==> src/rtl/fetch_decode_pkg.sv <==
// Shared instruction-set package: opcode constants, field positions,
// front-end state encoding and the operand-file selection functions.
package inst_set;

    // Integer / memory / control opcodes
    localparam logic [5:0] INST_ADD    = 6'd0;
    localparam logic [5:0] INST_SUB    = 6'd1;
    localparam logic [5:0] INST_AND    = 6'd2;
    localparam logic [5:0] INST_OR     = 6'd3;
    localparam logic [5:0] INST_SLT    = 6'd4;
    localparam logic [5:0] INST_ADDI   = 6'd5;
    localparam logic [5:0] INST_LW     = 6'd6;
    localparam logic [5:0] INST_SW     = 6'd7;
    localparam logic [5:0] INST_BEQ    = 6'd8;
    localparam logic [5:0] INST_BLT    = 6'd9;
    localparam logic [5:0] INST_J      = 6'd10;
    localparam logic [5:0] INST_JAL    = 6'd11;
    localparam logic [5:0] INST_JR     = 6'd12;

    // Float group; FADD..ITOF must stay contiguous, fmode_rs relies on it
    localparam logic [5:0] INST_FADD   = 6'd16;
    localparam logic [5:0] INST_FSUB   = 6'd17;
    localparam logic [5:0] INST_FMUL   = 6'd18;
    localparam logic [5:0] INST_FDIV   = 6'd19;
    localparam logic [5:0] INST_FSQRT  = 6'd20;
    localparam logic [5:0] INST_FTOI   = 6'd21;
    localparam logic [5:0] INST_ITOF   = 6'd22;
    localparam logic [5:0] INST_SLTF   = 6'd23;
    localparam logic [5:0] INST_BEQF   = 6'd24;
    localparam logic [5:0] INST_BLTF   = 6'd25;
    localparam logic [5:0] INST_MOVF2I = 6'd26;
    localparam logic [5:0] INST_MOVI2F = 6'd27;
    localparam logic [5:0] INST_LWF    = 6'd28;
    localparam logic [5:0] INST_SWF    = 6'd29;

    // Instruction field bit positions
    localparam int OPC_MSB = 31;
    localparam int OPC_LSB = 26;
    localparam int RD_MSB  = 25;
    localparam int RD_LSB  = 21;
    localparam int RS_MSB  = 20;
    localparam int RS_LSB  = 16;
    localparam int RT_MSB  = 15;
    localparam int RT_LSB  = 11;
    localparam int OFF_MSB = 15;
    localparam int OFF_LSB = 0;

    // Front-end sequencing states
    typedef enum logic [1:0] {
        ST_BOOT  = 2'd0,
        ST_RUN   = 2'd1,
        ST_FLUSH = 2'd2
    } fd_state_t;

    // rs comes from the float file for the float group, float compares,
    // float branches and float-to-int moves
    function automatic logic fmode_rs(input logic [5:0] op);
        return ((op >= INST_FADD) && (op <= INST_ITOF)) ||
               (op == INST_SLTF) || (op == INST_BEQF) ||
               (op == INST_BLTF) || (op == INST_MOVF2I);
    endfunction

    // rt comes from the float file only for two-operand float instructions
    function automatic logic fmode_rt(input logic [5:0] op);
        return ((op >= INST_FADD) && (op <= INST_FDIV)) ||
               (op == INST_SLTF) || (op == INST_BEQF) || (op == INST_BLTF);
    endfunction

endpackage

==> src/rtl/fetch_decode_if.sv <==
// Bundle of instruction-memory, execute-facing and writeback signals.
// master = fetch/decode stage, slave = its environment (BRAM + execute).
interface fetch_decode_if #(
    parameter int IMEM_AW = 15
);
    logic [IMEM_AW-1:0] imem_addr;
    logic               imem_en;
    logic [31:0]        imem_rdata;
    logic               enable;
    logic [5:0]         opecode;
    logic [4:0]         rd_no;
    logic [4:0]         rs_no;
    logic [4:0]         rt_no;
    logic [15:0]        offset;
    logic [31:0]        pc;
    logic [31:0]        rs;
    logic [31:0]        rt;
    logic               fmode1;
    logic               fmode2;
    logic               stop;
    logic               pcenable;
    logic [31:0]        next_pc;
    logic               wenable;
    logic               wfmode;
    logic [4:0]         wreg;
    logic [31:0]        wdata;

    modport master (
        output imem_addr, imem_en, enable, opecode, rd_no, rs_no, rt_no,
               offset, pc, rs, rt, fmode1, fmode2,
        input  imem_rdata, stop, pcenable, next_pc,
               wenable, wfmode, wreg, wdata
    );

    modport slave (
        input  imem_addr, imem_en, enable, opecode, rd_no, rs_no, rt_no,
               offset, pc, rs, rt, fmode1, fmode2,
        output imem_rdata, stop, pcenable, next_pc,
               wenable, wfmode, wreg, wdata
    );
endinterface

==> src/rtl/fetch_decode_regfile_dual.sv <==
// Integer and float 32x32 register files with two combinational read
// ports, one write port and same-cycle write-to-read bypass.
module regfile_dual (
    input  logic        clk,
    input  logic        i_we,
    input  logic        i_wf,
    input  logic [4:0]  i_waddr,
    input  logic [31:0] i_wdata,
    input  logic [4:0]  i_ra1,
    input  logic        i_rf1,
    input  logic [4:0]  i_ra2,
    input  logic        i_rf2,
    output logic [31:0] o_rd1,
    output logic [31:0] o_rd2
);

    // NOTE: storage arrays carry no reset; contents are undefined until written.
    logic [31:0] r_int [0:31];
    logic [31:0] r_flt [0:31];

    logic w_hit1;
    logic w_hit2;

    // Write port; integer r0 is hard-wired and never stored
    always_ff @(posedge clk) begin
        if (i_we && !i_wf && (i_waddr != 5'd0)) r_int[i_waddr] <= i_wdata;
        if (i_we && i_wf)                       r_flt[i_waddr] <= i_wdata;
    end

    // A write this cycle matches a read port when file and index agree (not int r0)
    assign w_hit1 = i_we && (i_wf == i_rf1) && (i_waddr == i_ra1) && (i_rf1 || (i_ra1 != 5'd0));
    assign w_hit2 = i_we && (i_wf == i_rf2) && (i_waddr == i_ra2) && (i_rf2 || (i_ra2 != 5'd0));

    // Read port 1: bypass first, then selected file, integer r0 reads zero
    always_comb begin
        if (w_hit1)              o_rd1 = i_wdata;
        else if (i_rf1)          o_rd1 = r_flt[i_ra1];
        else if (i_ra1 == 5'd0)  o_rd1 = 32'd0;
        else                     o_rd1 = r_int[i_ra1];
    end

    // Read port 2: same structure as port 1
    always_comb begin
        if (w_hit2)              o_rd2 = i_wdata;
        else if (i_rf2)          o_rd2 = r_flt[i_ra2];
        else if (i_ra2 == 5'd0)  o_rd2 = 32'd0;
        else                     o_rd2 = r_int[i_ra2];
    end

endmodule

==> src/rtl/fetch_decode.sv <==
// Fetch/decode front end: drives a 1-cycle-latency instruction BRAM,
// registers one decoded instruction per cycle toward execute, honours
// stop (hold, with a 1-entry skid) and pcenable/next_pc (redirect).
module fetch_decode
    import inst_set::*;
#(
    parameter logic [31:0] RESET_PC = 32'h0,
    parameter int          IMEM_AW  = 15
) (
    input  logic           clk,
    input  logic           rst,
    fetch_decode_if.master bus
);

    fd_state_t   r_state;
    fd_state_t   w_state_next;
    logic        w_fetch;

    logic [31:0] r_fetch_pc;
    logic        r_inflight;      // BRAM returns a word this cycle
    logic [31:0] r_inflight_pc;
    logic        r_skid_valid;
    logic [31:0] r_skid_inst;
    logic [31:0] r_skid_pc;
    logic        r_enable;
    logic [31:0] r_inst;
    logic [31:0] r_pc;

    logic [5:0]  w_opecode;
    logic [4:0]  w_rs_no;
    logic [4:0]  w_rt_no;
    logic        w_fmode1;
    logic        w_fmode2;

    // State register
    always_ff @(posedge clk) begin
        // NOTE: registers use non-blocking assignment so all of them sample pre-edge values.
        if (rst) r_state <= ST_BOOT;
        else     r_state <= w_state_next;
    end

    // Next state and fetch request; redirect overrides everything
    always_comb begin
        // NOTE: defaults first so every path assigns every output and no latch is inferred.
        w_state_next = r_state;
        w_fetch      = 1'b0;
        case (r_state)
            ST_BOOT:  w_state_next = ST_RUN;
            ST_RUN:   w_state_next = ST_RUN;
            ST_FLUSH: w_state_next = ST_RUN;
            default:  w_state_next = ST_BOOT;
        endcase
        if ((r_state == ST_RUN || r_state == ST_FLUSH) && !bus.stop && !bus.pcenable)
            w_fetch = 1'b1;
        if (bus.pcenable)
            w_state_next = ST_FLUSH;
    end

    // Fetch PC, in-flight tracking, skid buffer and decode output register
    always_ff @(posedge clk) begin
        if (rst) begin
            r_fetch_pc    <= RESET_PC;
            r_inflight    <= 1'b0;
            r_inflight_pc <= 32'd0;
            r_skid_valid  <= 1'b0;
            r_skid_inst   <= 32'd0;
            r_skid_pc     <= 32'd0;
            r_enable      <= 1'b0;
            r_inst        <= 32'd0;
            r_pc          <= 32'd0;
        end else if (bus.pcenable) begin
            // Redirect: drop the returning word and any skid entry
            r_fetch_pc   <= bus.next_pc;
            r_inflight   <= 1'b0;
            r_skid_valid <= 1'b0;
            r_enable     <= 1'b0;
        end else begin
            r_inflight <= w_fetch;
            if (w_fetch) begin
                r_inflight_pc <= r_fetch_pc;
                r_fetch_pc    <= r_fetch_pc + 32'd4;
            end
            if (bus.stop) begin
                // Hold outputs; park a returning word (fetch is already off, so one slot suffices)
                if (r_inflight) begin
                    r_skid_inst  <= bus.imem_rdata;
                    r_skid_pc    <= r_inflight_pc;
                    r_skid_valid <= 1'b1;
                end
            end else if (r_skid_valid) begin
                r_inst       <= r_skid_inst;
                r_pc         <= r_skid_pc;
                r_enable     <= 1'b1;
                r_skid_valid <= 1'b0;
            end else begin
                r_enable <= r_inflight;
                if (r_inflight) begin
                    r_inst <= bus.imem_rdata;
                    r_pc   <= r_inflight_pc;
                end
            end
        end
    end

    assign w_opecode = r_inst[OPC_MSB:OPC_LSB];
    assign w_rs_no   = r_inst[RS_MSB:RS_LSB];
    assign w_rt_no   = r_inst[RT_MSB:RT_LSB];
    assign w_fmode1  = fmode_rs(w_opecode);
    assign w_fmode2  = fmode_rt(w_opecode);

    assign bus.imem_en   = w_fetch;
    assign bus.imem_addr = r_fetch_pc[IMEM_AW+1:2];
    assign bus.enable    = r_enable;
    assign bus.opecode   = w_opecode;
    assign bus.rd_no     = r_inst[RD_MSB:RD_LSB];
    assign bus.rs_no     = w_rs_no;
    assign bus.rt_no     = w_rt_no;
    assign bus.offset    = r_inst[OFF_MSB:OFF_LSB];
    assign bus.pc        = r_pc;
    assign bus.fmode1    = w_fmode1;
    assign bus.fmode2    = w_fmode2;

    // Operands are re-read every cycle so writebacks during a hold show up
    regfile_dual u_regfile (
        .clk     (clk),
        .i_we    (bus.wenable),
        .i_wf    (bus.wfmode),
        .i_waddr (bus.wreg),
        .i_wdata (bus.wdata),
        .i_ra1   (w_rs_no),
        .i_rf1   (w_fmode1),
        .i_ra2   (w_rt_no),
        .i_rf2   (w_fmode2),
        .o_rd1   (bus.rs),
        .o_rd2   (bus.rt)
    );

endmodule

==> src/flat_wrapper.sv <==
// flat-port wrapper written by rule: the top's interface ports become plain ports
module fetch_decode_flat import inst_set::*;
#(
    parameter logic [31:0] RESET_PC = 32'h0,
    parameter int          IMEM_AW  = 15
)
  (clk, rst, bus_imem_addr, bus_imem_en, bus_enable, bus_opecode, bus_rd_no, bus_rs_no, bus_rt_no, bus_offset, bus_pc, bus_rs, bus_rt, bus_fmode1, bus_fmode2, bus_imem_rdata, bus_stop, bus_pcenable, bus_next_pc, bus_wenable, bus_wfmode, bus_wreg, bus_wdata);
  fetch_decode_if #(.IMEM_AW(IMEM_AW)) bus_i ();
  input  logic clk;
  input  logic rst;
  output wire logic [$bits(bus_i.imem_addr)-1:0] bus_imem_addr;
  output wire logic [$bits(bus_i.imem_en)-1:0] bus_imem_en;
  output wire logic [$bits(bus_i.enable)-1:0] bus_enable;
  output wire logic [$bits(bus_i.opecode)-1:0] bus_opecode;
  output wire logic [$bits(bus_i.rd_no)-1:0] bus_rd_no;
  output wire logic [$bits(bus_i.rs_no)-1:0] bus_rs_no;
  output wire logic [$bits(bus_i.rt_no)-1:0] bus_rt_no;
  output wire logic [$bits(bus_i.offset)-1:0] bus_offset;
  output wire logic [$bits(bus_i.pc)-1:0] bus_pc;
  output wire logic [$bits(bus_i.rs)-1:0] bus_rs;
  output wire logic [$bits(bus_i.rt)-1:0] bus_rt;
  output wire logic [$bits(bus_i.fmode1)-1:0] bus_fmode1;
  output wire logic [$bits(bus_i.fmode2)-1:0] bus_fmode2;
  input wire logic [$bits(bus_i.imem_rdata)-1:0] bus_imem_rdata;
  input wire logic [$bits(bus_i.stop)-1:0] bus_stop;
  input wire logic [$bits(bus_i.pcenable)-1:0] bus_pcenable;
  input wire logic [$bits(bus_i.next_pc)-1:0] bus_next_pc;
  input wire logic [$bits(bus_i.wenable)-1:0] bus_wenable;
  input wire logic [$bits(bus_i.wfmode)-1:0] bus_wfmode;
  input wire logic [$bits(bus_i.wreg)-1:0] bus_wreg;
  input wire logic [$bits(bus_i.wdata)-1:0] bus_wdata;
  assign bus_imem_addr = bus_i.imem_addr;
  assign bus_imem_en = bus_i.imem_en;
  assign bus_enable = bus_i.enable;
  assign bus_opecode = bus_i.opecode;
  assign bus_rd_no = bus_i.rd_no;
  assign bus_rs_no = bus_i.rs_no;
  assign bus_rt_no = bus_i.rt_no;
  assign bus_offset = bus_i.offset;
  assign bus_pc = bus_i.pc;
  assign bus_rs = bus_i.rs;
  assign bus_rt = bus_i.rt;
  assign bus_fmode1 = bus_i.fmode1;
  assign bus_fmode2 = bus_i.fmode2;
  assign bus_i.imem_rdata = bus_imem_rdata;
  assign bus_i.stop = bus_stop;
  assign bus_i.pcenable = bus_pcenable;
  assign bus_i.next_pc = bus_next_pc;
  assign bus_i.wenable = bus_wenable;
  assign bus_i.wfmode = bus_wfmode;
  assign bus_i.wreg = bus_wreg;
  assign bus_i.wdata = bus_wdata;
  fetch_decode #(.RESET_PC(RESET_PC), .IMEM_AW(IMEM_AW)) u_core (.clk(clk), .rst(rst), .bus(bus_i));
endmodule
==> config.mk <==
export PLATFORM = sky130hd
export DESIGN_NAME = fetch_decode_flat
export DESIGN_NICKNAME = d
export VERILOG_FILES = /design/src/rtl/fetch_decode_pkg.sv /design/src/rtl/fetch_decode_if.sv /design/src/rtl/fetch_decode_regfile_dual.sv /design/src/rtl/fetch_decode.sv /design/src/flat_wrapper.sv
export SDC_FILE = /design/constraint.sdc
export NUM_CORES = 2
export LEC_CHECK = 0
export CORE_MARGIN = 3
export CORE_UTILIZATION = 45
export CTS_CLUSTER_SIZE = 8
export DETAILED_ROUTE_END_ITERATION = 8
export SYNTH_ARGS = -nofsm -noshare
export SYNTH_HDL_FRONTEND = slang
export SYNTH_SLANG_ARGS = --single-unit
export TNS_END_PERCENT = 50
==> constraint.sdc <==
create_clock -name clk -period 10.2 [get_ports clk]
set_input_delay 3.06 -clock clk [delete_from_list [all_inputs] [get_ports clk]]
set_output_delay 3.06 -clock clk [all_outputs]
set_load 0.05 [all_outputs]
; After elaboration in Yosys (flattened, before gate mapping)
; Memory sizes are Yosys's and may differ from the RTL's. A register that Yosys moved wholly into a read port is not among the register bits.
; Index checks and enable logic that the tools add are counted.
[totals]
inputBits = 107
latchBits = 0
elab_cells = 97
memories = 2
mem_bits_rw = 2048
romBits = 0
reg_bits = 197
[op_classes]
eq_ne = 10
reduce_logical = 40
multipliers = 0
bitwise_logic = 2
order_cmp = 3
addsub = 1
muxes = 28
div_mod_pow = 0
shift = 0
[mem_list]
columns = memory, depth, word_bits, rd, rd_clocked_by_memory_dff, wr, line
row1 = u_core.u_regfile.r_flt, 32, 32, 2, 2, 1, fetch_decode_regfile_dual.sv:19  ; logic [31:0] r_flt [0:31];
row2 = u_core.u_regfile.r_int, 32, 32, 2, 2, 1, fetch_decode_regfile_dual.sv:18  ; logic [31:0] r_int [0:31];
[ops]
columns = operator, count
row1 = $mux W32, 12
row2 = $mux W5, 8
row3 = $add A32 B3 Y32 const B, 1
row4 = $eq A6 B5 Y1 const B, 4
row5 = $reduce_bool A5 Y1, 3
row6 = $logic_and A1 B1 Y1, 13
row7 = $le A6 B5 Y1 const B, 2
row8 = $eq A5 B5 Y1, 2
row9 = $logic_not A5 Y1, 2
row10 = $logic_or A1 B1 Y1, 10
row11 = $mux W1, 7
row12 = $ge A6 B5 Y1 const B, 1
row13 = $reduce_and A3 Y1, 2
row14 = $reduce_or A3 Y1, 2
row15 = $reduce_bool A2 Y1, 2
row16 = $logic_not A1 Y1, 3
row17 = $eq A1 B1 Y1, 2
row18 = $eq A2 B1 Y1 const B, 1
row19 = $eq A2 B2 Y1 const B, 1
row20 = $logic_not A2 Y1, 1
row21 = $mux W2, 1
row22 = $not A1 Y1, 2
row23 = $reduce_and A2 Y1, 1
row24 = $reduce_or A2 Y1, 1

; Longest topological paths before layout
[depth]
word_depth = 11
depth_mapped = 11
mapped_depth_nobuf = 7

; By module
; From an unflattened synthesis, not the netlist that was laid out.
[unflattened]
cells_unflattened = 6078
area_unflattened_um2 = 103823.3
[by_module_without_submodules]
columns = mod, area_per_inst_um2, instances, cells_each
row1 = regfile_dual, 95562.9, 1, 5099
row2 = fetch_decode, 8260.4, 1, 979

; Least setup slack after synthesis
; Ideal clock, no wire load.
[synth_timing]
path_kind = input to output
from = in bus_wreg[1]
to = out bus_rt[12]
path_stages = 8
n_path_buf = 2
path_slack_ps = 1564
arrival_time_ps = 5576
cell_sequence = buf_2 > xor2_1 > nor3_1 > nand3_1 > a21oi_1 > clkbuf_1 > a211oi_1 > o21ai_0
[synth_between]
elab_chain_cells = 4
[synth_rtl]
columns = item, line
row1 = start: declaration, flat_wrapper.sv:30  ; input wire logic [$bits(bus_i.wreg)-1:0] bus_wreg;
row2 = $eq A5 B5 Y1, fetch_decode_regfile_dual.sv:32  ; assign w_hit2 = i_we && (i_wf == i_rf2) && (i_waddr == i_ra2) && (i_rf2 || (i_ra2 != 5'd0));
row3 = $logic_and A1 B1 Y1 (2 in a row), fetch_decode_regfile_dual.sv:32
row4 = $mux W32, fetch_decode_regfile_dual.sv:44  ; if (w_hit2) o_rd2 = i_wdata;
row5 = end: declaration, flat_wrapper.sv:21  ; output wire logic [$bits(bus_i.rt)-1:0] bus_rt;
; No other way between the ends.

; Final worst setup path
[layout_timing]
from = in bus_wreg[4]
to = out bus_rt[12]
; The elaborated chain is that of the path after synthesis.

==> summary.md <==
| Metric | Value |
|---|---|
| Status | complete, no violations |
| Worst vdd ir | approximately 0.13 mV |
| #FFs+latches synth | around 2300 |
| Ratio of final minimum period to clock period | between 90 and 100% |
| First-pass iteration count of the detailed router | 6 |
| Critical path data required time | 7.14 ns |
| Fin. Hold Viols | 0 |
| Worst setup path class | input pin to output port |
| CP Max Fanout | 11 |
| Worst-path clk slew | 0.05 ns |
| Setup TNS | 0 ns |
| Final setup vio count | 0 |
| Synth Flop Type | edfxtp_1 |
| Leading post-synthesis cells by cell area | edfxtp_1 (59%), mux4_2 (19%), mux2i_1 (5.2%) |
| Initial DRC Count | around 11000 |
| Fillers | 18430 |
| Area share of the largest cell type after synthesis | approximately three fifths |
| Setup Buffers After CTS | 0 |
| Mapped Cells | 6123 |
| Worst Setup Start Kind | input pin |
| Area growth from synthesis to layout | 14.4% |
| Core region area | roughly 0.23 sq mm |
| Post-route ant nets | 0 |
| CTS tree | built |
| Vias in the first global route | 66869 |
| Post-Layout Cell Count | between 9000 and 10000 |
| Max-cap check violation count | 0 |
| Power per cell area | 174 mW/mm^2 |
| Post-synthesis cell type count | slightly below 80 |
| Final net count | 6628 |
| Clk_lat worst skew | 0.94 ns |
| Initial antenna violation count | 18 |
| Total wire length | 403000 microns |
| Clock root cell | clkbuf_16 |
| Htree depth | 5 |
| P_leak | approximately 0.036 uW |
| Placer congestion estimate | just over 0.9 |
| Routed len/inst | 42.0 microns |
| First-pass GRT wire length | around 550000 microns |
| Vias | approximately 70000 |
| Resized cells post-CTS | 0 |
| IO buf count | ~260 |
| Die footprint | 0.238 sq mm |
| Drt via density | roughly 7 |
| RSZ-0062 raised after global routing | no |
| Total CTS buffers | 331 |
| Die X | approximately 490 microns |
| Critical Path Sink Type | output port |
| Most common cell in the netlist | edfxtp_1 |
| Min Tclk post-route | around 9.9 ns |
| F_max | 101 MHz |
| Clock tree buffer depth | 4 |
| Worst Reg2Reg Path Length in Cells | 6 |
| Rel. slew slack | under 10% |
| Hold Path Class | flop to flop |
| DP HPWL | approximately 240000 microns |
| Final hold slack | roughly 0.45 ns |
| Final-report max-slew violation count | 0 |
| Die height | between 400 and 500 microns |
| I/O Pins | between 200 and 300 |
| CTS sink cnt | roughly 2300 |
| Sequential-to-total area share from yosys stat | a little over three fifths |
| Syn_area_per_cell | ~17 sq um |
| Cell Area, Synth | between 0.1 and 0.15 sq mm |
| Hold-critical path depth | 2 |
| Residual overflow from global routing | 0 |
| Worst-Margin Slew | 1.35 ns |
| Hold Buf Count CTS | 0 |
| Post-synth top cells | edfxtp_1 (2048), mux4_2 (862), mux2i_1 (541) |
| Clk_skew | approximately 0.022 ns |
| Share of post-route cells with drive strength above 1 | about a quarter |
| GRT Resource Usage Total | 33.5% |
| Detailed-route DRC error count | 0 |
| Synth area leader | edfxtp_1 |
| Rows | about 180 |
| Post-placement cell count | just over 9000 |
| Ys async rst share | 0% |
| Post-synth EDFFs | approximately 2000 |
| Largest net degree at the start of global routing | roughly 110 |
| WP data arrival | ~6.8 ns |
| Initial Util | ~45% |
| Warnings from Yosys | 0 |
-- per-stage QoR --
stage | power [uW] | setup slack (ns) | util (%) | area, sq um
final | 20800 | 0.330 | 51.9 | 119000
after global routing | 21300 | 0.330 | 51.9 | 119000
after CTS | 20900 | 0.641 | 51.9 | 119000
after detailed placement | 11400 | 0.643 | 48.1 | 111000
after global placement | 11300 | 0.724 | 48.1 | 111000
after floorplan | 10900 | 1.56 | - | 105000
-- layout by cell type (no fill, tap or decap), types with 17 or more instances in the layout --
| cell type | n |
|---|---|
| a22oi_1 | 175 |
| nor2b_1 | 24 |
| mux4_2 | 862 |
| a221o_1 | 29 |
| edfxtp_1 | 2048 |
| o22ai_1 | 94 |
| mux2i_1 | 541 |
| buf_4 | 279 |
| conb_1 | 32 |
| nor3_1 | 50 |
| nand2_1 | 456 |
| o211ai_1 | 17 |
| a221oi_1 | 25 |
| a31oi_1 | 32 |
| clkbuf_16 | 340 |
| a211oi_1 | 96 |
| xor2_1 | 17 |
| a32oi_1 | 22 |
| nand2b_1 | 21 |
| and2_1 | 18 |
| buf_2 | 32 |
| nor2_1 | 204 |
| nand4_1 | 29 |
| o21ai_0 | 44 |
| a21oi_1 | 206 |
| buf_12 | 24 |
| mux2_2 | 33 |
| dfxtp_1 | 196 |
| nor2_4 | 64 |
| clkbuf_1 | 21 |
| nand3_1 | 111 |
| clkdlybuf4s50_1 | 181 |
-- layout make-up --
type | instances | area (sq um) | share of cell area [%]
Sequential cell | 2255 | 65700 | 55.0
Multi-Input combinational cell | 3403 | 36700 | 30.7
Clock buffer | 361 | 8590 | 7.19
Timing Repair Buffer | 517 | 4560 | 3.81
Tap cell | 3026 | 3790 | 3.17
Clock inverter | 4 | 57.6 | 0.0482
Inverter | 11 | 45.0 | 0.0377
Antenna cell | 12 | 30.0 | 0.0251
-- power breakdown --
group          total (uW)  leakage [uW]  switching (uW)  internal [uW]
Sequential          10200        0.0201            56.3          10200
Clock                9620       0.00424            3790           5830
Combinational         970        0.0113             664            306
Total               20800        0.0356            4510          16300
-- path summary, 6_finish.rpt --
kind	slack, ns	endpoint	from
setup / recovery	0.33	bus_rt[12]	bus_wreg[4]
hold / removal	0.45	u_core.r_skid_inst[18]$_SDFFE_PP0P_	u_core.r_skid_inst[18]$_SDFFE_PP0P_
setup reg to reg	7.63	u_core.r_fetch_pc[25]$_SDFFE_PP0N_	u_core.r_state[0]$_SDFF_PP0_
hold reg to reg	0.45	u_core.r_skid_inst[18]$_SDFFE_PP0P_	u_core.r_skid_inst[18]$_SDFFE_PP0P_
-- worst max-delay path: stages --
cell	delay, ns
clkdlybuf4s50_1	0.60
xor2_1	0.23
nor3_1	0.45
nand3_1	0.25
a21oi_4	1.01
a211oi_1	0.13
o21ai_0	0.84
buf_12	0.23
-- metal layers --
layer	up-vias	track usage, %	part of all wire [%]
met5	-	0.122	0.029
met4	18	21.5	7.5
met3	1096	11.1	14
met2	5527	48.5	43
met1	35393	43.6	36
li1	25990	-	-
-- registers in the layout (all words and copies together) (netlist names), named ones only --
name                    flops
u_core.bus.pc              32
u_core.u_regfile.r_flt   1024
u_core.r_inflight_pc       32
u_core.u_regfile.r_int   1024
u_core.r_skid_pc           32
u_core.r_fetch_pc          32
u_core.r_inst              32
u_core.r_state              2
u_core.bus.enable           1
u_core.r_inflight           1
u_core.r_skid_valid         1
u_core.r_skid_inst         32
-- logic make-up (layout without fill, tap and decap cells) --
family                   count (synthesis)  count (layout)  share of synthesized area [%]
XOR/XNOR                                33              33                          0.277
AO/OA/AOI/OAI                          827             827                           5.42
buffers and inverters                  496             893                           2.68
AND/OR/NAND/NOR                       1070            1070                           4.53
adder cells (fa/ha/maj)                  2               2                         0.0240
flip-flops                            2255            2255                           62.9
multiplexers                          1439            1439                           24.2
other                                    1              44                        0.00359
Power figures use the tool's default switching activity.
